[config.mk]
export PLATFORM = sky130hd
export DESIGN_NAME = vdp18_timing_gen
export DESIGN_NICKNAME = d
export VERILOG_FILES = /design/src/rtl/vdp18_timing_gen.sv
export SDC_FILE = /design/constraint.sdc
export NUM_CORES = 1
export LEC_CHECK = 0
export ABC_CLOCK_PERIOD_IN_PS = 8800
export BUFFER_PORTS_ARGS = -buffer_cell sky130_fd_sc_hd__buf_2
export CAP_MARGIN = 20
export CORE_MARGIN = 3
export CORE_UTILIZATION = 64
export CTS_BUF_LIST = sky130_fd_sc_hd__clkbuf_4 sky130_fd_sc_hd__clkbuf_8
export DETAILED_ROUTE_END_ITERATION = 16
export HOLD_SLACK_MARGIN = 0.12
export PLACE_DENSITY_LB_ADDON = 0.25
export SLEW_MARGIN = 20
export SYNTH_ARGS = -nofsm -noshare
export SYNTH_HDL_FRONTEND = slang
export SYNTH_SLANG_ARGS = --single-unit
[constraint.sdc]
create_clock -name clk_i -period 8.8 [get_ports clk_i]
set_clock_uncertainty 0.2 [all_clocks]
set_input_delay 0.88 -clock clk_i [delete_from_list [all_inputs] [get_ports clk_i]]
set_output_delay 0.88 -clock clk_i [all_outputs]
set_load 0.02 [all_outputs]
[src/rtl/vdp18_timing_gen.sv]
// vdp18 timing generator: owns the pixel/line counters, decodes VRAM slots, grants CPU slots, raises the frame IRQ.
// Optional macro VDP18_LINE_IRQ_EN adds a programmable line interrupt (line_irq_i / line_irq_o).
package vdp18_pkg;
    typedef enum logic [1:0] {
        OPMODE_GRAPH1 = 2'd0,
        OPMODE_GRAPH2 = 2'd1,
        OPMODE_MULTIC = 2'd2,
        OPMODE_TEXTM  = 2'd3
    } opmode_t;

    typedef enum logic [3:0] {
        AC_CPU  = 4'd0,
        AC_PNT  = 4'd1,
        AC_PCT  = 4'd2,
        AC_PGT  = 4'd3,
        AC_STST = 4'd4,
        AC_SATY = 4'd5,
        AC_SATX = 4'd6,
        AC_SATN = 4'd7,
        AC_SATC = 4'd8,
        AC_SPTH = 4'd9,
        AC_SPTL = 4'd10
    } access_t;
endpackage

module vdp18_timing_gen
    import vdp18_pkg::*;
#(
    parameter int unsigned H_TOTAL      = 342,
    parameter int unsigned H_ACTIVE     = 256,
    parameter int unsigned H_ACTIVE_TXT = 240,
    parameter int unsigned V_TOTAL_NTSC = 262,
    parameter int unsigned V_TOTAL_PAL  = 313,
    parameter int unsigned V_ACTIVE_LO  = 192,
    parameter int unsigned V_ACTIVE_HI  = 212,
    parameter int unsigned SPR_PER_LINE = 4
) (
    input  logic       clk_i,
    input  logic       reset_n_i,
    input  logic       clk_en_5m37_i,
    input  opmode_t    opmode_i,
    input  logic       pal_i,
    input  logic       lines212_i,
    input  logic       reg_blank_i,
    input  logic       reg_size1_i,
    input  logic       stop_sprite_i,
    input  logic       cpu_req_i,
    input  logic       irq_ack_i,
    output logic [8:0] hcnt_o,
    output logic [8:0] vcnt_o,
    output logic       vert_inc_o,
    output logic       clk_en_acc_o,
    output access_t    access_type_o,
    output logic       cpu_gnt_o,
    output logic       hor_active_o,
    output logic       vert_active_o,
`ifdef VDP18_LINE_IRQ_EN
    input  logic [8:0] line_irq_i,
    output logic       line_irq_o,
`endif
    output logic       irq_o
);

    localparam logic [8:0] HT_M1     = 9'(H_TOTAL - 1);
    localparam logic [8:0] HA_M1     = 9'(H_ACTIVE - 1);
    localparam logic [8:0] HA_TXT_M1 = 9'(H_ACTIVE_TXT - 1);
    localparam logic [8:0] VT_NTSC   = 9'(V_TOTAL_NTSC);
    localparam logic [8:0] VT_PAL    = 9'(V_TOTAL_PAL);
    localparam logic [8:0] VA_LO     = 9'(V_ACTIVE_LO);
    localparam logic [8:0] VA_HI     = 9'(V_ACTIVE_HI);
    localparam logic [7:0] SPR_BASE  = 8'd128;
    localparam logic [7:0] SPR_END   = 8'(128 + 6 * SPR_PER_LINE);
    localparam logic [7:0] STST_LAST = 8'd164;
    localparam logic [7:0] GFX_SLOTS = 8'd128;
    localparam logic [7:0] TXT_SLOTS = 8'd120;

    logic [8:0] hcnt_r, vcnt_r;
    logic       pal_r, l212_r;
    logic       hor_active_r, vert_active_r, spr_line_r;
    logic       req_d_r, pend_r, frame_irq_r, line_irq_r;

    logic [8:0] v_total_s, v_active_s, v_next_s, h_end_s;
    logic       h_wrap_s, v_wrap_s, vert_inc_s, clk_en_acc_s;
    logic       spr_range_s, req_rise_s, gnt_s;
    logic [7:0] slot_s, spr_off_s;
    logic [2:0] spr_idx_s;
    logic [1:0] txt_phase_s;
    access_t    access_s;

    assign v_total_s    = pal_r ? VT_PAL : VT_NTSC;
    assign v_active_s   = l212_r ? VA_HI : VA_LO;
    assign h_end_s      = (opmode_i == OPMODE_TEXTM) ? HA_TXT_M1 : HA_M1;
    assign h_wrap_s     = (hcnt_r == HT_M1);
    assign v_wrap_s     = (vcnt_r == (v_total_s - 9'd1));
    assign v_next_s     = v_wrap_s ? 9'd0 : (vcnt_r + 9'd1);
    assign vert_inc_s   = clk_en_5m37_i & h_wrap_s;
    assign clk_en_acc_s = clk_en_5m37_i & hcnt_r[0];
    // Line -1 (last line of the frame) is included so sprites for line 0 get fetched.
    assign spr_range_s  = (v_next_s == (v_total_s - 9'd1)) || (v_next_s < v_active_s);
    assign slot_s       = hcnt_r[8:1];
    assign spr_off_s    = slot_s - SPR_BASE;
    assign spr_idx_s    = 3'(spr_off_s % 8'd6);
    assign txt_phase_s  = 2'(slot_s % 8'd3);
    assign req_rise_s   = cpu_req_i & ~req_d_r;
    assign gnt_s        = clk_en_acc_s & (access_s == AC_CPU) & pend_r;

    // VRAM slot decode from counter state and mode
    always_comb begin
        access_s = AC_CPU;
        if (opmode_i == OPMODE_TEXTM) begin
            if (vert_active_r && (slot_s < TXT_SLOTS)) begin
                case (txt_phase_s)
                    2'd0:    access_s = AC_PNT;
                    2'd2:    access_s = AC_PGT;
                    default: access_s = AC_CPU;
                endcase
            end else begin
                access_s = AC_CPU;
            end
        end else if (spr_line_r && (slot_s >= SPR_BASE) && (slot_s < SPR_END)) begin
            case (spr_idx_s)
                3'd0:    access_s = AC_SATY;
                3'd1:    access_s = AC_SATX;
                3'd2:    access_s = AC_SATN;
                3'd3:    access_s = AC_SATC;
                3'd4:    access_s = AC_SPTH;
                3'd5:    access_s = reg_size1_i ? AC_SPTL : AC_CPU;
                default: access_s = AC_CPU;
            endcase
        end else if (spr_line_r && (slot_s >= SPR_END) && (slot_s <= STST_LAST)) begin
            access_s = AC_STST;
        end else if (vert_active_r && (slot_s < GFX_SLOTS)) begin
            case (slot_s[1:0])
                2'd0:    access_s = AC_PNT;
                2'd1:    access_s = (opmode_i == OPMODE_MULTIC) ? AC_CPU : AC_PCT;
                2'd2:    access_s = AC_PGT;
                default: access_s = AC_CPU;
            endcase
        end else begin
            access_s = AC_CPU;
        end
    end

    // Pixel/line counters; frame geometry latched at the frame wrap only
    always_ff @(posedge clk_i or negedge reset_n_i) begin
        if (!reset_n_i) begin
            hcnt_r <= 9'd0;
            vcnt_r <= 9'd0;
            pal_r  <= 1'b0;
            l212_r <= 1'b0;
        end else if (clk_en_5m37_i) begin
            if (h_wrap_s) begin
                hcnt_r <= 9'd0;
                vcnt_r <= v_next_s;
                if (v_wrap_s) begin
                    pal_r  <= pal_i;
                    l212_r <= lines212_i;
                end
            end else begin
                hcnt_r <= hcnt_r + 9'd1;
            end
        end
    end

    // Display window and sprite-line flags
    always_ff @(posedge clk_i or negedge reset_n_i) begin
        if (!reset_n_i) begin
            hor_active_r  <= 1'b0;
            vert_active_r <= 1'b0;
            spr_line_r    <= 1'b0;
        end else begin
            if (clk_en_5m37_i) begin
                if (h_wrap_s && !reg_blank_i) begin
                    hor_active_r <= 1'b1;
                end else if (hcnt_r == h_end_s) begin
                    hor_active_r <= 1'b0;
                end
            end
            if (vert_inc_s) begin
                if (v_next_s == 9'd0) begin
                    vert_active_r <= ~reg_blank_i;
                end else if (reg_blank_i || (v_next_s == v_active_s)) begin
                    vert_active_r <= 1'b0;
                end
            end
            if (vert_inc_s) begin
                spr_line_r <= spr_range_s & ~reg_blank_i;
            end else if (stop_sprite_i || reg_blank_i) begin
                spr_line_r <= 1'b0;
            end
        end
    end

    // CPU request capture and interrupt latches; a new edge in the grant cycle re-arms
    always_ff @(posedge clk_i or negedge reset_n_i) begin
        if (!reset_n_i) begin
            req_d_r     <= 1'b0;
            pend_r      <= 1'b0;
            frame_irq_r <= 1'b0;
            line_irq_r  <= 1'b0;
        end else begin
            req_d_r <= cpu_req_i;
            if (gnt_s) begin
                pend_r <= req_rise_s;
            end else if (req_rise_s) begin
                pend_r <= 1'b1;
            end
            if (vert_inc_s && (v_next_s == v_active_s)) begin
                frame_irq_r <= 1'b1;
            end else if (irq_ack_i) begin
                frame_irq_r <= 1'b0;
            end
`ifdef VDP18_LINE_IRQ_EN
            if (vert_inc_s && (v_next_s == line_irq_i)) begin
                line_irq_r <= 1'b1;
            end else if (irq_ack_i) begin
                line_irq_r <= 1'b0;
            end
`else
            line_irq_r <= 1'b0;
`endif
        end
    end

    assign hcnt_o        = hcnt_r;
    assign vcnt_o        = vcnt_r;
    assign vert_inc_o    = vert_inc_s;
    assign clk_en_acc_o  = clk_en_acc_s;
    assign access_type_o = access_s;
    assign cpu_gnt_o     = gnt_s;
    assign hor_active_o  = hor_active_r;
    assign vert_active_o = vert_active_r;
`ifdef VDP18_LINE_IRQ_EN
    assign line_irq_o    = line_irq_r;
    assign irq_o         = frame_irq_r | line_irq_r;
`else
    assign irq_o         = frame_irq_r | line_irq_r;
`endif

endmodule

# After elaboration in Yosys (flattened, before gate mapping)
# Cells that the tools add are included.
# W data, S select, Z words.
# word_totals
input_bits	12
reg_bits	26
out_inout_bits	28
# classes
bitwise	8
eq_ne	15
n_reduce_logical	26
muxes	25
order_cmp	7
div	2
n_addsub	4
# op_table
cell	count
$mux W4	6
$pmux W4 S6	1
$add A9 B1 Y9 const B	2
$eq A9 B8 Y1	2
$eq A9 B9 Y1	2
$mux W9	2
$ge A8 B8 Y1 const B	2
$lt A8 B8 Y1 const B	2
$mux W1	10
$mux W5	2
$reduce_bool A2 Y1	5
$eq A9 B9 Y1 const B	1
$logic_not A9 Y1	1
$lt A9 B8 Y1	1
$sub A9 B1 Y9 const B	1
$eq A2 B2 Y1 const B	4
$le A8 B8 Y1 const B	1
$logic_and A1 B1 Y1	8
$lt A8 B7 Y1 const B	1
$mod A8 B2 Y8 const B	1
$mod A8 B3 Y8 const B	1
$sub A8 B8 Y8 const B	1
$and A1 B1 Y1	6
$eq A3 B2 Y1 const B	2
other kinds (15)	22

# Longest topological paths before layout
# Gate-level depths: netlist (run 1).
# logic_depth
ltp_word	11
ltp_mapped	18
mapped_depth_nobuf	17

# Worst setup path after synthesis (run 1)
# OpenSTA, ideal clock, no wires.
# synth_timing
kind	register to output
from	reg hcnt_r[8] (netlist: hcnt_o[8])
to	out cpu_gnt_o
n_path_buf	1
slack_ns	3.626
t_required_ns	7.720
path_stages_with_launch	18
t_arrival_ns	4.094
cell_sequence	dfrtp_1 buf_6 or4b_4 o22ai_2 o22a_1 nor3_2 inv_2 ha_1 inv_1 o2111ai_1 nand2_1 ha_1 or3_1 o22ai_1 nor3_1 a211o_1 or3_1 nor4_1
# synth_via
elab_chain_len	9
elab_cells_between_ends	33
# synth_lines
item	line_no	rtl
start: declaration	77	logic [8:0] hcnt_r, vcnt_r;
start signal: assignment	160	hcnt_r <= hcnt_r + 9'd1;
$sub A8 B8 Y8 (tied with other cells)	101	assign spr_off_s = slot_s - SPR_BASE;
$mod A8 B3 Y8 (tied with other cells)	102	assign spr_idx_s = 3'(spr_off_s % 8'd6);
$eq A3 B3 Y1 (tied with other cells)	121	case (spr_idx_s)
$pmux W4 S6 / $mux W4 (equally long branches)	121, 130	
$mux W4	120	end else if (spr_line_r && (slot_s >= SPR_BASE) && (slot_s < SPR_END)) begin
$mux W4 (*)	110	if (opmode_i == OPMODE_TEXTM) begin
net access_type_o[0]	53	output access_t access_type_o,
$logic_not A4 Y1 (*)	105	assign gnt_s = clk_en_acc_s & (access_s == AC_CPU) & pend_r;
$and A1 B1 Y1 (*) (2 in series)	105	
end: declaration	54	output logic cpu_gnt_o,
# The timed path passes the listed nets; every way through them passes the cells marked *.

# Worst setup path in the final report (run 1)
# layout_timing
from	reg hcnt_r[8] (netlist: hcnt_o[8])
to	out cpu_gnt_o
# layout_via
elab_chain_len	9
elab_cells_between_ends	33
# layout_lines
item	line_no
$sub A8 B8 Y8 (tied with other cells)	101
$mod A8 B3 Y8 (tied with other cells)	102
$eq A3 B3 Y1 (tied with other cells)	121
$pmux W4 S6 / $mux W4 (equally long branches)	121, 130
$mux W4	120
$mux W4 (*)	110
$logic_not A4 Y1 (*)	105
$and A1 B1 Y1 (*) (2 in series)	105
# Mark *: on every way between the ends. The rest lies on a longest branch, timed or not.

==> summary.md, run 1 <==
| Metric | Value |
|---|---|
| Outcome | finished, final reports clean |
| Final wirelength | 6190 microns |
| Tot Pwr | 559 uW |
| Clk slew on worst S/H paths | 0.08 ns |
| Ports | 40 |
| CP Launch Type | flip-flop |
| Required time worst endpoint | 7.72 ns |
| H-tree lvl count | 1 |
| Slew Limit Fails | 0 |
| R2R Path End | pend_r |
| Vias post-DR | 2596 |
| Rel. slew slack | 36.4% |
| Most frequent cells in the layout | buf_2 (39), nand2_1 (37), nor2_1 (27) |
| LEAKAGE | 1.24 nW |
| #FFs+latches synth | 26 |
| Final hold slack | 0.340 ns |
| Crit-path max FO | 29 |
| Hold path cells | 2 |
| Pwr Density | 199 mW/mm^2 |
| Worst Path Class, Setup | flip-flop to primary output |
| Pre-CTS WS | 3.45 ns |
| Root Driver | clkbuf_8 |
| Grt total ovfl | 0 |
| Unique masters post-synth | 64 |
| Maxcap violations | 0 |
| Clk buf depth | 2 |
| R2R cell count | 16 |
| Post-route minimum period | 5.73 ns |
| Worst hold endpoint | frame_irq_r |
| Final Net Count | 380 |
| Vias in the first global route | 2099 |
| Worst Path Arrival | 4.65 ns |
| DR pass1 iterations | 4 |
| Synth Flop Type | dfrtp_1 |
| Post-Syn Area | 0.00264 sq mm |
| Fmax | 175 MHz |
| DRC violations left | 0 |
| Area delta synth->final | 6.51% |
| Hpwl dp | 4430 microns |
| WL/cell | 15.2 microns |
| Post-Syn Nets | 366 |
| R2R Setup Slk | 4.20 ns |
| Total die area | 0.00492 sq mm |
| IO Port Bufs | 39 |
| Setup crit end kind | primary output |
| Worst hold path type | flip-flop to flip-flop |
| VDD IR max | 0.121 mV |
| Fill cells | 316 |
| RR Startpoint | hcnt_o[8] |
| Layout Utilization | 73.3% |
| Layout cells sized above 1 | 15.8% |
| Commonest non-fill, non-tap cell in the layout | buf_2 |
| CORE AREA | 0.00383 sq mm |
| Post-synth ARST share | 100% |
| Post-synth EDFFs | 0 |
| # hold bufs at CTS | 0 |
| Syn Area/Cell | 7.59 sq um |
| Horiz. Die Dim | 70.2 microns |
| RSZ-0062 raised after global routing | false |
| First DRT Iteration DRCs | 277 |
| Starting Density | 68.9% |
| Final hold viol count | 0 |
| GRT Overall Usage | 25.4% |
| Final setup TNS | 0 ns |
| PnR worst setup slack | 3.07 ns |
| GPL Wtd Cong | 0.955 |
| Die extent in y | 70.2 microns |
| Hold path startpoint | frame_irq_r |
| Final period util | 65.1% |
| Final setup fails | 0 |
| Seq/Total Area, Yosys | 24.7% |
| Ys Warns | 0 |
| Row cnt | 22 |
| Critical Path Start | hcnt_o[8] |
| Antenna violations before repair | 0 |
| Syn Inst Count | 347 |
| Routed vias/inst | 6.36 |
| Postcts setup bufs | 0 |
| CTS tree | done |
| Sinks on Clock Net | 26 |
| Number of buffers created by CTS | 3 |
| Antenna-violating nets left | 0 |
| First-pass GRT wire length | 10500 microns |
| Worst-Margin Slew | 0.954 ns |
| Largest net degree at the start of global routing | 32 |
| Post-CTS sizing | 0 |
| Ant diodes | 0 |
| Worst skew pair latency | 0.27 ns |
flip-flops by register name, summed over array words and instances, names as in the netlist:
name and cells:
hcnt_o 9, vcnt_o 9, frame_irq_r 1, hor_active_o 1
l212_r 1, pal_r 1, pend_r 1, req_d_r 1
spr_line_r 1, vert_active_o 1
cells in the mapped netlist, types with 6 or more instances:
master / count / area, sq um
ha_1: 7 / 87.6
xor2_1: 9 / 78.8
inv_1: 11 / 41.3
nand3_1: 16 / 80.1
nor3_1: 14 / 70.1
buf_2: 12 / 60.1
xnor2_1: 11 / 96.3
nand2b_1: 7 / 43.8
nor2b_1: 9 / 56.3
a21oi_1: 20 / 100
o31ai_1: 6 / 45.0
dfrtp_1: 26 / 651
nor3b_1: 7 / 52.6
nand2_1: 37 / 139
o21ai_0: 16 / 80.1
clkbuf_1: 13 / 48.8
nor2_1: 27 / 101
o22ai_1: 7 / 43.8
per-stage QoR:
stage,cells,instance area (sq um)
after floorplan,347,2640
after global placement,404,2750
after detailed placement,404,2750
after CTS,408,2810
after global routing,408,2810
final,408,2810
critical path, cell delays in order (launching register included):
cell	delay, ns
dfrtp_1	0.91
or4b_4	0.58
o22ai_2	0.19
o22a_1	0.17
nor3_2	0.06
inv_2	0.10
ha_1	0.25
inv_1	0.09
o2111ai_1	0.08
nand2_1	0.10
ha_1	0.24
or3_1	0.33
o22ai_1	0.22
nor3_1	0.08
a211o_1	0.24
or3_1	0.36
nor4_1	0.16
buf_2	0.20
power by group:
part | total [mW] | internal, mW | switching, mW
clock network | 0.0761 | 0.0400 | 0.0360
registers | 0.200 | 0.129 | 0.0714
logic | 0.282 | 0.128 | 0.155
total | 0.559 | 0.297 | 0.262
routing by layer:
| metal | vias up | GRT usage [%] | wire length, microns |
|---|---|---|---|
| li1 | 1291 | - | - |
| met1 | 1216 | 40.7 | 3050 |
| met2 | 85 | 36.0 | 2710 |
| met3 | 4 | 4.75 | 415 |
| met4 | 0 | 2.77 | 19 |
| met5 | - | 0 | 0 |
kinds of logic (layout without fill, tap and decap cells):
family | count (synthesis) | count (layout) | share of synthesized area, %
muxes | 7 | 7 | 2.75
buffers and inverters | 42 | 55 | 6.98
DFF | 26 | 26 | 24.7
adders and majority gates | 7 | 7 | 3.32
xor gates and xnor gates | 20 | 20 | 6.65
and+or+nand+nor | 155 | 155 | 32.3
AOI/OAI and AO/OA | 90 | 90 | 23.3
how the worst max path moves through the flow:
stage	cells after the start	to
after global placement	17	cpu_gnt_o
after CTS	17	cpu_gnt_o
final	17	cpu_gnt_o
after detailed placement	17	cpu_gnt_o
after floorplan	17	cpu_gnt_o
after global routing	17	cpu_gnt_o
final cells by class:
class | count | area, sq um | share of cell area [%]
multi-input cells | 279 | 1800 | 64.2
flip-flops and latches | 26 | 651 | 23.2
repair buffers | 39 | 195 | 6.95
well taps | 48 | 60.1 | 2.14
clock buffers | 4 | 55.1 | 1.96
inverters | 12 | 45.0 | 1.60
Note: power is estimated with default switching activity, not from simulation.
==> run 2, diff against run 1 <==
- ABC_CLOCK_PERIOD_IN_PS: 8800 -> 5540
- CORE_UTILIZATION: 64 -> 60
- clock period: 8.8 -> 5.54 ns (I/O delays scaled with it)
==> summary.md, run 2 (synthesized netlist as in run 1, its figures left out) <==
| Metric | Value |
|---|---|
| Final period util | 94.2% |
| Sw frac | 46.9% (about the same) |
| Maxcap violations | 0 (unchanged) |
| IO Port Bufs | 39 (unchanged) |
| RSZ-0062 raised after global routing | false |
| Root Driver | clkbuf_8 |
| DR pass1 iterations | 5 (+1) |
| Worst-Margin Slew | 0.914 ns (-0.0400 ns) |
| Vias in the first global route | 2411 (+15%) |
| Antenna-violating nets left | 0 (unchanged) |
| Hold path startpoint | cpu_req_i |
| DRC violations left | 0 (unchanged) |
| CTS tree | done |
| Die extent in y | 72.3 microns (+3.0%) |
| Final hold slack | 0.197 ns (-0.143 ns) |
| Commonest non-fill, non-tap cell in the layout | buf_2 |
| Most frequent cells in the layout | buf_2 (39), nand2_1 (37), nor2_1 (27) |
| GRT Overall Usage | 26.1% (+0.71 points) |
| Row cnt | 23 (+4.5%) |
| Layout cells sized above 1 | 17.2% (+1.4 points) |
| Final hold viol count | 0 (unchanged) |
| Number of buffers created by CTS | 3 (unchanged) |
| H-tree lvl count | 1 (unchanged) |
| Slew Limit Fails | 0 (unchanged) |
| NetSw | 429 uW (+64%) |
| Ant diodes | 0 (unchanged) |
| Crit path cell chain | or4b_4, o22ai_2, o22a_1, nor3_2, inv_2, ha_1, inv_1, o2111ai_1, nand2_1, ha_1, or3_1, o22ai_1, nor3_1, a211o_1, or3_1, nor4_1, buf_2 |
| First-pass GRT wire length | 11200 microns (+6.7%) |
| R2R Setup Slk | 1.12 ns (-3.08 ns) |
| Hpwl dp | 4790 microns (+8.1%) |
| Clock power frac | 13.5% (about the same) |
| Final Net Count | 386 (+1.6%) |
| Crit path buf inv count | 3 (unchanged) |
| Ports | 40 (unchanged) |
| Total die area | 0.00522 sq mm (+6.1%) |
| Comb pwr share | 55.3% (+4.8 points) |
| Crit. path cell count | 17 (unchanged) |
| Final setup TNS | 0 ns (unchanged) |
| R2R cell count | 16 (unchanged) |
| Final wirelength | 6530 microns (+5.4%) |
| Horiz. Die Dim | 72.3 microns (+3.0%) |
| Largest net degree at the start of global routing | 28 (-13%) |
| Routed vias/inst | 6.42 (+0.83%) |
| First DRT Iteration DRCs | 291 (+5.1%) |
| GPL Wtd Cong | 0.919 (-3.8%) |
| Post-route minimum period | 5.22 ns |
| R2R Path End | pend_r |
| Clk slew on worst S/H paths | 0.09 ns (about the same) |
| Starting Density | 64.0% (-4.8 points) |
| Rel. slew slack | 39.1% (+2.7 points) |
| VDD IR max | 0.212 mV (+75%) |
| CORE AREA | 0.00412 sq mm (+7.6%) |
| Pwr Density | 320 mW/mm^2 (+61%) |
| Setup crit end kind | primary output |
| Placed cell count | 411 (+1.7%) |
| Clk buf depth | 2 (unchanged) |
| Worst Path Arrival | 4.46 ns (-0.19 ns) |
| Crit-path max FO | 23 (-21%) |
| Vias post-DR | 2669 (+2.8%) |
| Cell-internal power | 485 uW (+64%) |
| Worst hold endpoint | req_d_r |
| Worst hold path type | input port to flip-flop |
| Postcts setup bufs | 0 (unchanged) |
| Crit-path leading delay family | simple AND/OR/NAND/NOR gates |
| Outcome | finished, final reports clean |
| Crit path max-delay cell type | or4b_4 |
| Hold path cells | 1 (-1) |
| Required time worst endpoint | 4.79 ns (-2.93 ns) |
| Final setup fails | 0 (unchanged) |
| Fmax | 192 MHz |
| Worst Path Class, Setup | flip-flop to primary output |
| Worst path max stage delay | 0.66 ns (-0.25 ns) |
| Sinks on Clock Net | 26 (unchanged) |
| CP Launch Type | flip-flop |
| RR Startpoint | hcnt_o[7] |
| Sequential share of power | 31.3% (-4.6 points) |
| LEAKAGE | 1.27 nW (+2.3%) |
| Grt total ovfl | 0 (unchanged) |
| Area delta synth->final | 8.45% |
| Antenna violations before repair | 0 (unchanged) |
| WL/cell | 15.7 microns (+3.4%) |
| Worst skew pair latency | 0.27 ns (about the same) |
| Non-filler instance count after layout | 416 (+2.0%) |
-- run 2: changes by cell type in the layout (fill, tap and decap cells not counted) --
cell / previous run / this run
dfrtp_1: 26 / 25
dlygate4sd3_1: 0 / 1
dfrtp_2: 0 / 1
buf_4: 0 / 5
-- run 2: worst reg2reg max path, stage by stage (launching register included) --
cell,delay [ns]
dfrtp_1,0.63
or4b_4,0.66
o22ai_2,0.19
o22a_1,0.17
nor3_2,0.06
inv_2,0.10
ha_1,0.26
inv_1,0.09
o2111ai_1,0.08
nand2_1,0.10
ha_1,0.24
or3_1,0.32
o22ai_1,0.24
nor3_1,0.09
a211o_1,0.24
or3_1,0.38
o31a_1,0.28
-- run 2: area by class of cell --
| cell class | instances | area, sq um |
|---|---|---|
| multi-input cells | 279 | 1800 |
| fillers | 344 | 1260 |
| flip-flops and latches | 26 | 652 |
| repair buffers | 45 | 243 |
| well taps | 50 | 62.6 |
| clock buffers | 4 | 55.1 |
| inverters | 12 | 45.0 |
-- run 2: per-layer routing --
| layer | vias to the layer above | track usage [%] | part of all wire (%) | routed length (microns) |
|---|---|---|---|---|
| met5 | - | 0 | 0 | 0 |
| met4 | 0 | 5.43 | 0.47 | 31 |
| met1 | 1270 | 39.6 | 50 | 3240 |
| met3 | 4 | 4.02 | 7.0 | 457 |
| met2 | 98 | 39.0 | 43 | 2800 |
| li1 | 1297 | - | - | - |
-- run 2: through the flow --
step	total power [mW]	util [%]	area (sq um)	setup WS, ns
2_1_floorplan	0.676	-	2640	0.692
3_3_place_gp	0.764	67.8	2790	0.770
3_5_place_dp	0.787	67.8	2790	0.606
4_1_cts	0.911	69.4	2860	0.284
5_1_grt	0.990	69.4	2860	0.0172
6_report	0.914	69.4	2860	0.322
-- run 2: power groups by stage --
stage / logic [mW] / registers [mW] / clock network, mW
global route: 0.564 / 0.292 / 0.133
detailed placement: 0.500 / 0.287 / 0
finish: 0.505 / 0.286 / 0.123
global placement: 0.480 / 0.285 / 0
floorplan: 0.426 / 0.250 / 0
CTS: 0.503 / 0.283 / 0.125
-- run 2: worst max-delay path by stage --
stage | start | endpoint | slack, ns
floorplan | hcnt_o[8] | cpu_gnt_o | 0.69
global placement | hcnt_o[5] | cpu_gnt_o | 0.77
detailed placement | hcnt_o[5] | cpu_gnt_o | 0.61
CTS | hcnt_o[5] | cpu_gnt_o | 0.28
global route | hcnt_o[7] | cpu_gnt_o | 0.02
finish | hcnt_o[7] | cpu_gnt_o | 0.32
-- run 2: timing repair --
item	in CTS	in global routing
hold endpoints to repair	26	0
setup endpoints to repair	0	1
hold buffers	1	0
resized for setup	0	1
==> run 3, diff against run 2 <==
- ABC_CLOCK_PERIOD_IN_PS: 5540 -> 4600
- CELL_PAD_IN_SITES_DETAIL_PLACEMENT: not set -> 0
- CELL_PAD_IN_SITES_GLOBAL_PLACEMENT: not set -> 1
- CORE_UTILIZATION: 60 -> 39
- clock period: 5.54 -> 4.6 ns (I/O delays scaled with it)
==> summary.md, run 3 (synthesized netlist as in run 1, its figures left out) <==
| Metric | Value |
|---|---|
| Hpwl dp | 5220 microns (+9.0%) |
| Worst path max stage delay | 0.46 ns (-0.20 ns) |
| Rel. slew slack | 58.0% (+19 points) |
| Layout cells sized above 1 | 25.0% (+7.8 points) |
| Ant diodes | 0 (unchanged) |
| Required time worst endpoint | 3.94 ns (-0.85 ns) |
| Sw frac | 45.2% (-1.7 points) |
| Worst Setup EP | cpu_gnt_o |
| GPL Wtd Cong | 0.791 (-14%) |
| Clock power frac | 11.4% (-2.1 points) |
| R2R Setup Slk | 0.79 ns (-0.33 ns) |
| R2R Path End | pend_r |
| NetSw | 585 uW (+36%) |
| Antenna violations before repair | 0 (unchanged) |
| Final Net Count | 408 (+5.7%) |
| Total die area | 0.00778 sq mm (+49%) |
| Worst-Margin Slew | 0.629 ns (-0.285 ns) |
| Maxcap violations | 0 (unchanged) |
| Setup crit end kind | primary output |
| Post-route cell area | 0.00316 sq mm (+11%) |
| Area delta synth->final | 20.1% |
| R2R cell count | 18 (+2) |
| GRT Overall Usage | 18.7% (-7.4 points) |
| Final hold viol count | 0 (unchanged) |
| CORE AREA | 0.00646 sq mm (+57%) |
| Final setup TNS | 0 ns (unchanged) |
| RSZ-0062 raised after global routing | true |
| Non-filler instance count after layout | 465 (+12%) |
| Largest net degree at the start of global routing | 27 (-3.6%) |
| Pre-CTS WS | 0.141 ns (-0.466 ns) |
| LEAKAGE | 1.38 nW (+9.1%) |
| Number of buffers created by CTS | 3 (unchanged) |
| Pwr Density | 409 mW/mm^2 (+28%) |
| Fmax | 224 MHz |
| Routed vias/inst | 5.69 (-11%) |
| Worst hold path type | input port to flip-flop |
| Outcome | finished, final reports clean |
| Clk slew on worst S/H paths | 0.09 ns (about the same) |
| Root Driver | clkbuf_8 |
| Starting Density | 40.8% (-23 points) |
| CTS tree | done |
| Commonest non-fill, non-tap cell in the layout | buf_2 |
| Vias post-DR | 2647 (-0.82%) |
| Post-route minimum period | 4.47 ns |
| PnR worst setup slack | 0.133 ns (-0.189 ns) |
| Clk buf depth | 2 (unchanged) |
| WL/cell | 15.1 microns (-3.9%) |
| Cell-internal power | 711 uW (+46%) |
| Sequential share of power | 23.3% (-8.0 points) |
| Footprint of the multi-input gates | 0.00189 sq mm (+5.0%) |
| First-pass GRT wire length | 12000 microns (+7.8%) |
| Worst Path Class, Setup | flip-flop to primary output |
| Worst Path Arrival | 3.81 ns (-0.65 ns) |
| Horiz. Die Dim | 88.2 microns (+22%) |
| RR Startpoint | hcnt_o[8] |
| Crit-path max FO | 8 (-65%) |
| Worst skew pair latency | 0.27 ns (about the same) |
| VDD IR max | 0.200 mV (-6.0%) |
| CP Launch Type | flip-flop |
| Die extent in y | 88.2 microns (+22%) |
| Crit path max-delay cell type | dfrtp_2 |
| DRC violations left | 0 (unchanged) |
| Sinks on Clock Net | 26 (unchanged) |
| Placed cell count | 450 (+9.5%) |
| First DRT Iteration DRCs | 148 (-49%) |
| Ports | 40 (unchanged) |
| H-tree lvl count | 1 (unchanged) |
| DR pass1 iterations | 4 (-1) |
| Most frequent cells in the layout | buf_2 (38), nand2_1 (36), nor2_1 (27) |
| Critical Path Start | hcnt_o[8] |
| Final period util | 97.1% |
| Placed cell areas | 0.00292 sq mm (+4.7%) |
| IO Port Bufs | 39 (unchanged) |
| Comb pwr share | 65.3% (+10 points) |
| Crit path cell chain | buf_4, nor2b_1, a21oi_1, nor2_1, nor3_4, inv_2, ha_4, inv_1, o2111ai_1, nand2_1, ha_4, nor2_1, nand3_1, o22ai_4, or2_1, a211o_1, or3_4, nor4_4, buf_4 |
| Row cnt | 29 (+26%) |
| Vias in the first global route | 2518 (+4.4%) |
| Fill cells | 665 (+93%) |
| Final wirelength | 7010 microns (+7.4%) |
| Register Area | 657 sq um (+0.77%) |
| Antenna-violating nets left | 0 (unchanged) |
| Final setup fails | 0 (unchanged) |
| Grt total ovfl | 0 (unchanged) |
| Slew Limit Fails | 0 (unchanged) |
| Layout Utilization | 49.0% (-20 points) |
run 3: cell count changes in the layout (fill, tap and decap cells not counted), sizes merged:
cell / change
buf: +21
dlygate4sd3: +1
run 3: worst min-delay path by stage:
| stage | startpoint | end | slack [ns] | depth (start not counted) |
|---|---|---|---|---|
| 4_1_cts | reg_blank_i | spr_line_r | 0.15 | 2 |
| 3_5_place_dp | reset_n_i | vcnt_o[5] | 0.30 | 1 |
| 3_3_place_gp | reset_n_i | vcnt_o[5] | 0.29 | 1 |
| 2_1_floorplan | reset_n_i | frame_irq_r | -0.04 | 0 |
| 5_1_grt | irq_ack_i | frame_irq_r | 0.16 | 2 |
| 6_report | reg_blank_i | spr_line_r | 0.16 | 2 |
run 3: final cells by class:
cell class,instances,share of cell area (%)
multi-input combinational,279,59.7
sequential,26,20.8
timing repair buffer,67,13.3
tap,77,3.04
clock buffer,4,1.74
inverter,12,1.42
run 3: per-layer routing:
metal	wire, microns	up-vias	global-route usage (%)
li1	-	1339	-
met1	3380	1235	28.5
met2	3270	59	28.6
met3	226	14	1.79
met4	133	0	4.12
met5	0	-	0
run 3: power groups by stage:
stage	clock network [mW]	registers, mW	logic (mW)
after floorplan	0	0.301	0.513
after CTS	0.152	0.298	0.749
final	0.148	0.302	0.846
after detailed placement	0	0.309	0.684
after global placement	0	0.308	0.681
after global routing	0.161	0.310	0.925
run 3: stage by stage:
stage | hold WS [ns] | power, mW
after floorplan | -0.0356 | 0.815
after global placement | 0.289 | 0.989
after detailed placement | 0.302 | 0.994
after CTS | 0.148 | 1.20
after global routing | 0.155 | 1.40
final | 0.156 | 1.30
run 3: repair_timing:
item	in CTS	in global routing
pin swaps	2	8
gates cloned	0	0
gates resized for setup	10	12
hold buffers	2	0
setup buffers	3	6
endpoints found under the setup margin	1	1
endpoints found under the hold margin	27	0
run 3: critical path, delay by kind of cell (launching register included):
| family | cells | cell delay (ns) |
|---|---|---|
| flip-flops | 1 | 0.46 |
| AND/OR/NAND/NOR | 9 | 1.58 |
| adder cells (fa/ha/maj) | 2 | 0.33 |
| buffers and inverters | 4 | 0.48 |
| AO/OA/AOI/OAI | 4 | 0.66 |
